### config.mk
export PLATFORM = sky130hd
export DESIGN_NAME = wb_port_arbiter
export DESIGN_NICKNAME = d
export VERILOG_FILES = /design/src/rtl/wb_port_arbiter_pkg.sv /design/src/rtl/wb_port_arbiter_rr_pick4.sv /design/src/rtl/wb_port_arbiter.sv
export SDC_FILE = /design/constraint.sdc
export NUM_CORES = 1
export LEC_CHECK = 0
export ABC_AREA = 1
export CAP_MARGIN = 10
export CORE_UTILIZATION = 39
export DETAILED_ROUTE_END_ITERATION = 8
export PLACE_DENSITY = 0.89
export RECOVER_POWER = 50
export REMOVE_ABC_BUFFERS = 1
export SLEW_MARGIN = 20
export SYNTH_ARGS = -nofsm -noshare
export SYNTH_HDL_FRONTEND = slang
export SYNTH_SLANG_ARGS = --single-unit
### constraint.sdc
create_clock -name clk -period 3.02 [get_ports clk]
set_clock_uncertainty 0.05 [all_clocks]
set_input_delay 0.604 -clock clk [delete_from_list [all_inputs] [get_ports clk]]
set_output_delay 0.604 -clock clk [all_outputs]
set_load 0.01 [all_outputs]
### src/rtl/wb_port_arbiter_pkg.sv
// Shared types and constants for the register-file write-back port arbiter.
// Request layout, producer count and small helpers used by picker and top.
package wb_port_arbiter_pkg;

    localparam int WB_REQ_N  = 4;
    localparam int WB_WIDTH  = 32;
    localparam int WB_ADDR_W = 6;
    localparam int WB_CNT_W  = 16;

    typedef struct packed {
        logic                 valid;
        logic [WB_ADDR_W-1:0] addr;
        logic [WB_WIDTH-1:0]  data;
    } wb_req_t;

    localparam logic [WB_ADDR_W-1:0] ZERO_REG = '0;

    function automatic logic [WB_REQ_N-1:0] onehot4(input logic [1:0] idx);
        return 4'b0001 << idx;
    endfunction

    // True when at least two bits are set: clearing the lowest set bit leaves something.
    function automatic logic multi_valid(input logic [WB_REQ_N-1:0] v);
        return (v & (v - 4'd1)) != 4'd0;
    endfunction

endpackage

### src/rtl/wb_port_arbiter_rr_pick4.sv
// Round-robin picker: first valid producer searching ptr, ptr+1, ptr+2, ptr+3 (mod 4).
// Purely combinational; any=0 when nothing is valid (g then reads as ptr).
module rr_pick4 (
    input  logic [3:0] valid,
    input  logic [1:0] ptr,
    output logic       any,
    output logic [1:0] g
);

    logic [1:0] idx;

    // Walk the search order backwards so the earliest valid entry is the last to write g.
    always_comb begin
        any = 1'b0;
        g   = ptr;
        idx = ptr;
        for (int i = 3; i >= 0; i--) begin
            idx = ptr + 2'(i);
            if (valid[idx]) begin
                any = 1'b1;
                g   = idx;
            end
        end
    end

endmodule

### src/rtl/wb_port_arbiter.sv
// Arbitrates four result producers onto the single register-file write port.
// One-cycle accept-to-write latency; stall withholds every grant and holds ptr.
module wb_port_arbiter
    import wb_port_arbiter_pkg::*;
#(
    parameter int WIDTH  = WB_WIDTH,
    parameter int ADDR_W = WB_ADDR_W,
    parameter int CNT_W  = WB_CNT_W
) (
    input  logic                              clk,
    input  logic                              rstn,
    input  logic [WB_REQ_N-1:0]               req_valid,
    input  logic [WB_REQ_N-1:0][ADDR_W-1:0]   req_addr,
    input  logic [WB_REQ_N-1:0][WIDTH-1:0]    req_data,
    output logic [WB_REQ_N-1:0]               req_ready,
    input  logic                              stall,
    output logic                              wb_en,
    output logic [ADDR_W-1:0]                 wb_addr,
    output logic [WIDTH-1:0]                  wb_data,
    output logic [1:0]                        wb_src,
    output logic [CNT_W-1:0]                  conflict_cnt
);

    logic              any;
    logic [1:0]        g;
    logic              xfer;
    logic [ADDR_W-1:0] sel_addr;
    logic [WIDTH-1:0]  sel_data;

    logic [1:0]        ptr_q,     ptr_d;
    logic              wb_en_q,   wb_en_d;
    logic [ADDR_W-1:0] wb_addr_q, wb_addr_d;
    logic [WIDTH-1:0]  wb_data_q, wb_data_d;
    logic [1:0]        wb_src_q,  wb_src_d;
    logic [CNT_W-1:0]  cnt_q,     cnt_d;

    rr_pick4 u_pick (
        .valid (req_valid),
        .ptr   (ptr_q),
        .any   (any),
        .g     (g)
    );

    // Ready is gated by rstn so no grant escapes while the block is held in reset.
    assign xfer      = any & ~stall & rstn;
    assign req_ready = xfer ? onehot4(g) : '0;

    always_comb begin
        sel_addr = req_addr[0];
        case (g)
            2'd0:    sel_addr = req_addr[0];
            2'd1:    sel_addr = req_addr[1];
            2'd2:    sel_addr = req_addr[2];
            default: sel_addr = req_addr[3];
        endcase
    end

    always_comb begin
        sel_data = req_data[0];
        case (g)
            2'd0:    sel_data = req_data[0];
            2'd1:    sel_data = req_data[1];
            2'd2:    sel_data = req_data[2];
            default: sel_data = req_data[3];
        endcase
    end

    always_comb begin
        ptr_d     = ptr_q;
        wb_en_d   = 1'b0;
        wb_addr_d = wb_addr_q;
        wb_data_d = wb_data_q;
        wb_src_d  = wb_src_q;
        if (xfer) begin
            // Writes to register 0 are consumed but never reach the file.
            wb_en_d   = (sel_addr != ADDR_W'(ZERO_REG));
            wb_addr_d = sel_addr;
            wb_data_d = sel_data;
            wb_src_d  = g;
            ptr_d     = g + 2'd1;
        end
    end

    always_comb begin
        cnt_d = cnt_q;
        if (!stall && multi_valid(req_valid) && (cnt_q != {CNT_W{1'b1}})) begin
            cnt_d = cnt_q + CNT_W'(1);
        end
    end

    always_ff @(posedge clk or negedge rstn) begin
        if (!rstn) begin
            ptr_q     <= '0;
            wb_en_q   <= 1'b0;
            wb_addr_q <= '0;
            wb_data_q <= '0;
            wb_src_q  <= '0;
            cnt_q     <= '0;
        end else begin
            ptr_q     <= ptr_d;
            wb_en_q   <= wb_en_d;
            wb_addr_q <= wb_addr_d;
            wb_data_q <= wb_data_d;
            wb_src_q  <= wb_src_d;
            cnt_q     <= cnt_d;
        end
    end

    assign wb_en        = wb_en_q;
    assign wb_addr      = wb_addr_q;
    assign wb_data      = wb_data_q;
    assign wb_src       = wb_src_q;
    assign conflict_cnt = cnt_q;

endmodule

### Yosys cells after proc, flatten, opt, wreduce, memory -nomap -nowiden

Index checks and enable logic that the tools add are counted.

| word-level totals | value |
|---|---|
| bits of input ports | 159 |
| register bits after elaboration | 59 |
| output and inout port bits | 61 |

| operators by class | value |
|---|---|
| $add $sub $neg | 6 |
| eq/ne operators | 3 |
| bitwise gates (word level) | 4 |
| reduce and logical (&&, ||, !) cells | 6 |
| muxes and demuxes | 20 |
| shifts and indexed selects | 1 |
| $lt $le $gt $ge | 4 |

Operators with widths:

| kind | number |
|---|---|
| case mux 32 bit (3 select lines) | 1 |
| case mux 6 bit (3 select lines) | 1 |
| adder 16 x 1 -> 16 bit, second input constant | 1 |
| != test 16 bit, second input constant | 1 |
| less-than comparator 2 x 3 -> 1 bit, second input constant | 4 |
| 2-to-1 mux 1 bit | 9 |
| binary-select mux 1 bit (select 2 bit) | 4 |
| 2-to-1 mux 2 bit | 4 |
| nonzero test 6 bit | 1 |
| adder 2 x 1 -> 2 bit, second input constant | 2 |
| adder 2 bit, second input constant | 2 |
| AND 4 bit | 1 |
| 2-to-1 mux 4 bit | 1 |
| nonzero test 4 bit | 1 |
| << shifter 1 x 2 -> 4 bit, first input constant | 1 |
| subtractor 4 x 1 -> 4 bit, second input constant | 1 |
| AND 1 bit | 2 |
| equality test 2 x 1 -> 1 bit, second input constant | 1 |
| equality test 2 bit, second input constant | 1 |
| logical AND 1 bit | 2 |
| logical NOT 2 bit | 1 |
| logical NOT 1 bit | 1 |
| inverter 1 bit | 1 |

### Depth between registers and ports, before layout

| depth | value |
|---|---|
| depth after elaboration | 11 |
| gate-level depth with buffers | 19 |
| depth with buffers taken out | 18 |

### Modules after synthesis

From an unflattened synthesis, not the netlist that was laid out.

| unflattened totals | value |
|---|---|
| cells, all modules | 583 |
| area, all modules | 3,870.0 um^2 |

By module, submodules not included:

| module | sequential area each (um^2) | cells an instance | area an instance (um^2) | times used |
|---|---|---|---|---|
| wb_port_arbiter | 1,476.4 | 530 | 3,636.0 | 1 |
| rr_pick4 | 0.0 | 53 | 234.0 | 1 |

### Worst setup path before layout

No wires, ideal clock.

| path | value |
|---|---|
| path kind | input to output |
| start point | input req_valid[3] |
| end point | output req_ready[2] |
| required time | 2.366 ns |
| path buffers | 2 |
| stages | 16 |
| data arrival time | 2.339 ns |
| setup slack | 0.027 ns |
| path through | inv_1 -> nand2_1 -> nand3_1 -> nand2_1 -> inv_1 -> nand2_1 -> nand2_1 -> nand2_1 -> nand2_1 -> nand2_1 -> inv_1 -> ha_1 -> buf_2 -> clkbuf_1 -> inv_1 -> nor2_1 |

RTL lines:

| element | line | text |
|---|---|---|
| start, declared | wb_port_arbiter.sv:12 | `input logic [WB_REQ_N-1:0] req_valid,` |
| binary-select mux 1 bit (select 2 bit) | wb_port_arbiter_rr_pick4.sv:19 | `if (valid[idx]) begin` |
| 2-to-1 mux 1 bit (not written as such) | wb_port_arbiter_rr_pick4.sv:19 |  |
| 2-to-1 mux 2 bit (3 in a row) | wb_port_arbiter_rr_pick4.sv:19 |  |
| 2-to-1 mux 2 bit (*) | wb_port_arbiter_rr_pick4.sv:19 |  |
| via g[0] | wb_port_arbiter.sv:25 | `logic [1:0] g;` |
| << shifter 1 x 2 -> 4 bit (*) | wb_port_arbiter_pkg.sv:19 | `return 4'b0001 << idx;` |
| 2-to-1 mux 4 bit (*) | wb_port_arbiter.sv:46 | `assign req_ready = xfer ? onehot4(g) : '0;` |
| end, declared | wb_port_arbiter.sv:15 | `output logic [WB_REQ_N-1:0] req_ready,` |

Mark *: on every way through the listed nets, which the timed path passes. The rest lies on a longest branch. The select of a mux whose other input is x is not followed.

### Worst setup path in the final report

| path | value |
|---|---|
| start point | input req_valid[3] |
| end point | output req_ready[3] |

Same word-level chain as after synthesis.

==> impl_metrics.ini <==
[clock_network]
clock-sinks = 59
ctsHtreeMaxLevel = 3
clock_path_buffers = 2
hold_buffers = 0
cts_inserted_buffers = 9
path_clk_slew_ns = 0.07
clk_latency_ns = 0.32
cts_tree = yes
cts_root_buf = clkbuf_8

[logic_synthesis]
synth_top_family_by_area = simple AND/OR/NAND/NOR gates
synth_most_common_cell = nand2_1
synth_cell_types = 29
synthCells = 577
ys.flop_type = dfrtp_1
yosysSeqAreaShare = 0.382
synth_area_leaders = dfrtp_1 (38%), nand2_1 (26%), a31oi_1 (5.5%)
synth_xor_area_frac = 0.0317
synth_seq_cells = 59
synth_edf_count = 0
synthTopCellsByCount = nand2_1 (266), dfrtp_1 (59), nor2_1 (54)
avgSynthCellArea_um2 = 6.70
syn_area_um2 = 3860
synth-simple-area-share = 0.358
synth_top_area_frac = 0.382
yosysTopAreaCell = dfrtp_1
ys_warn_count = 0
synthMuxAreaShare = 0
synth-compound-area-share = 0.132
async_reset_ff_frac = 1.00
synthAdderAreaFrac = 0.0194

[global_routing]
track_usage = 0.280
grt_first_pass_wirelength_mm = 22.1
antenna_found_initial = 0
grt_pass1_vias = 4755
grt-ovfl-total = 0
grt_max_degree = 60

[final_layout]
nets = 969
diodes = 0
regArea_um2 = 1480
final_cell_area_um2 = 6480
drive_gt1_frac = 0.0928
fillers = 753
area_delta_synth_final_pct = 67.7
multi_input_area_um2 = 2130

[placed_design]
placed_area_um2 = 6230
port-buffer-count = 219
gp_congestion = 1.02
dp_hpwl_mm = 11.0

[detailed_routing]
viasPerCell = 5.12
drc = 0
wl_per_cell_um = 15.7
drtPass1Iterations = 5
first_iter_violations = 221
via_count = 4800
antenna_left = 0
totalWireLength_mm = 14.7

[floorplan]
pin_count = 220
start_util = 0.410
fp.dieArea_um2 = 10300
chipHeight_um = 102
rows = 35
dieWidth_um = 102
coreArea_um2 = 9420

[critical_path]
critPathKind = primary input to output pin
rr_worst_depth = 16
cp_slowest_cell = dlygate4sd2_1
cpLargestDelayFamily = simple AND/OR/NAND/NOR gates
cp.required_ns = 2.37
reg2reg_from = ptr_q[0]
worst_path_most_repeated_cell = nand2_1
path_depth = 14
regToRegSetupSlack_ns = 0.27
crit_buf_inv = 5
start_kind = primary input
critPathMaxStageDelay_ns = 0.24
crit_path_end_kind = output pin
crit_chain = dlygate4sd2_1 -> inv_2 -> o21ai_4 -> nand2_2 -> nand2_1 -> nand2_1 -> nand2_1 -> nand3_1 -> nand2_2 -> buf_4 -> ha_1 -> inv_1 -> nor2_1 -> buf_2
path_max_fanout = 4
r2r-end = wb_en
critical_path_arrival_ns = 2.28

[sta]
min_period_over_period = 0.971
tightest_slew_ns = 1.44
fmaxAchievable_mhz = 341
timing.final.max_slew_violations = 0
fin_crit_ns = 2.93
tns_ns = 0
finalHoldViolCount = 0
relSlewSlack = 0.0373
rsz0062_at_grt = false
final-setup-viol-count = 0

[status]
status = complete, no violations

[power]
leakagePower_nw = 3.01
powerDensity_nw_per_um2 = 1060
ir_drop_uv = 567

[min_path]
min_from = wb_data[18]
hold_end = wb_data[18]
holdPathStages = 2
hp-class = flop to flop

[run]
max-cap-violations = 0
## worst max path at each step
stage	from	endpoint	slack, ns
2_1_floorplan	req_valid[3]	wb_en	-0.81
3_3_place_gp	req_valid[3]	req_ready[2]	-0.46
3_5_place_dp	req_valid[3]	req_ready[3]	-0.60
4_1_cts	ptr_q[0]	req_ready[3]	0.09
5_1_grt	req_valid[3]	req_ready[2]	0.01
6_report	req_valid[3]	req_ready[3]	0.09
## registers in the layout (all words and copies together), names as in the netlist
name          cells
wb_data          32
conflict_cnt     16
wb_addr           6
ptr_q             2
wb_src            2
wb_en             1
## metrics by stage
stage / setup slack, ns / std cells / util / hold slack, ns / power (W)
floorplan: -0.812 / 546 / - / 0.258 / 0.00396
global placement: -0.460 / 921 / 0.662 / 0.411 / 0.00585
detailed placement: -0.604 / 921 / 0.662 / 0.414 / 0.00603
CTS: 0.0949 / 937 / 0.687 / 0.425 / 0.00690
global route: 0.0107 / 937 / 0.688 / 0.453 / 0.00737
finish: 0.0870 / 937 / 0.688 / 0.425 / 0.00686
## final cells by class
type	instances	area share
timing repair buffer	247	0.368
multi-input combinational	459	0.329
sequential	59	0.228
tap	129	0.0249
clock buffer	10	0.0212
inverter	28	0.0162
clock inverter	5	0.0120
## tightest hold or removal path: stages (launching register included)
cell	delay, ns
dfrtp_1	0.34
nand2_1	0.05
nand2_1	0.05
## logic make-up (layout without fill, tap and decap cells)
group,Yosys count,count (layout)
simple gates,351,351
compound gates,88,88
flops,59,59
buf+inv,59,290
xor+xnor,14,14
fa+ha+maj,6,6
## layer usage
layer,GRT usage,share of wire,up-vias
li1,-,-,2300
met2,0.519,0.51,281
met3,0.0545,0.080,40
met1,0.300,0.37,2179
met5,0,0,-
met4,0.140,0.035,0
## power by group
part	internal (W)	switching (W)
logic	0.00194	0.00277
registers	0.00112	0.000234
clock network	0.000480	0.000317
total	0.00354	0.00332
## cell usage in the layout (no fill, tap or decap), types with 13 or more instances in the layout
cell / n
clkdlybuf4s50_1: 180
nand2_1: 257
dlygate4sd3_1: 30
buf_4: 26
dfrtp_1: 58
a21oi_1: 35
inv_1: 21
xor2_1: 13
nor2_1: 54
a31oi_1: 34
## what timing repair did
action | in CTS | in global routing
resized for setup | 32 | 8
setup buffers | 1 | 0
gates cloned | 0 | 0
endpoints found under the setup margin | 5 | 3
pin swaps | 4 | 0
No activity file was read; power rests on OpenSTA's default activity.
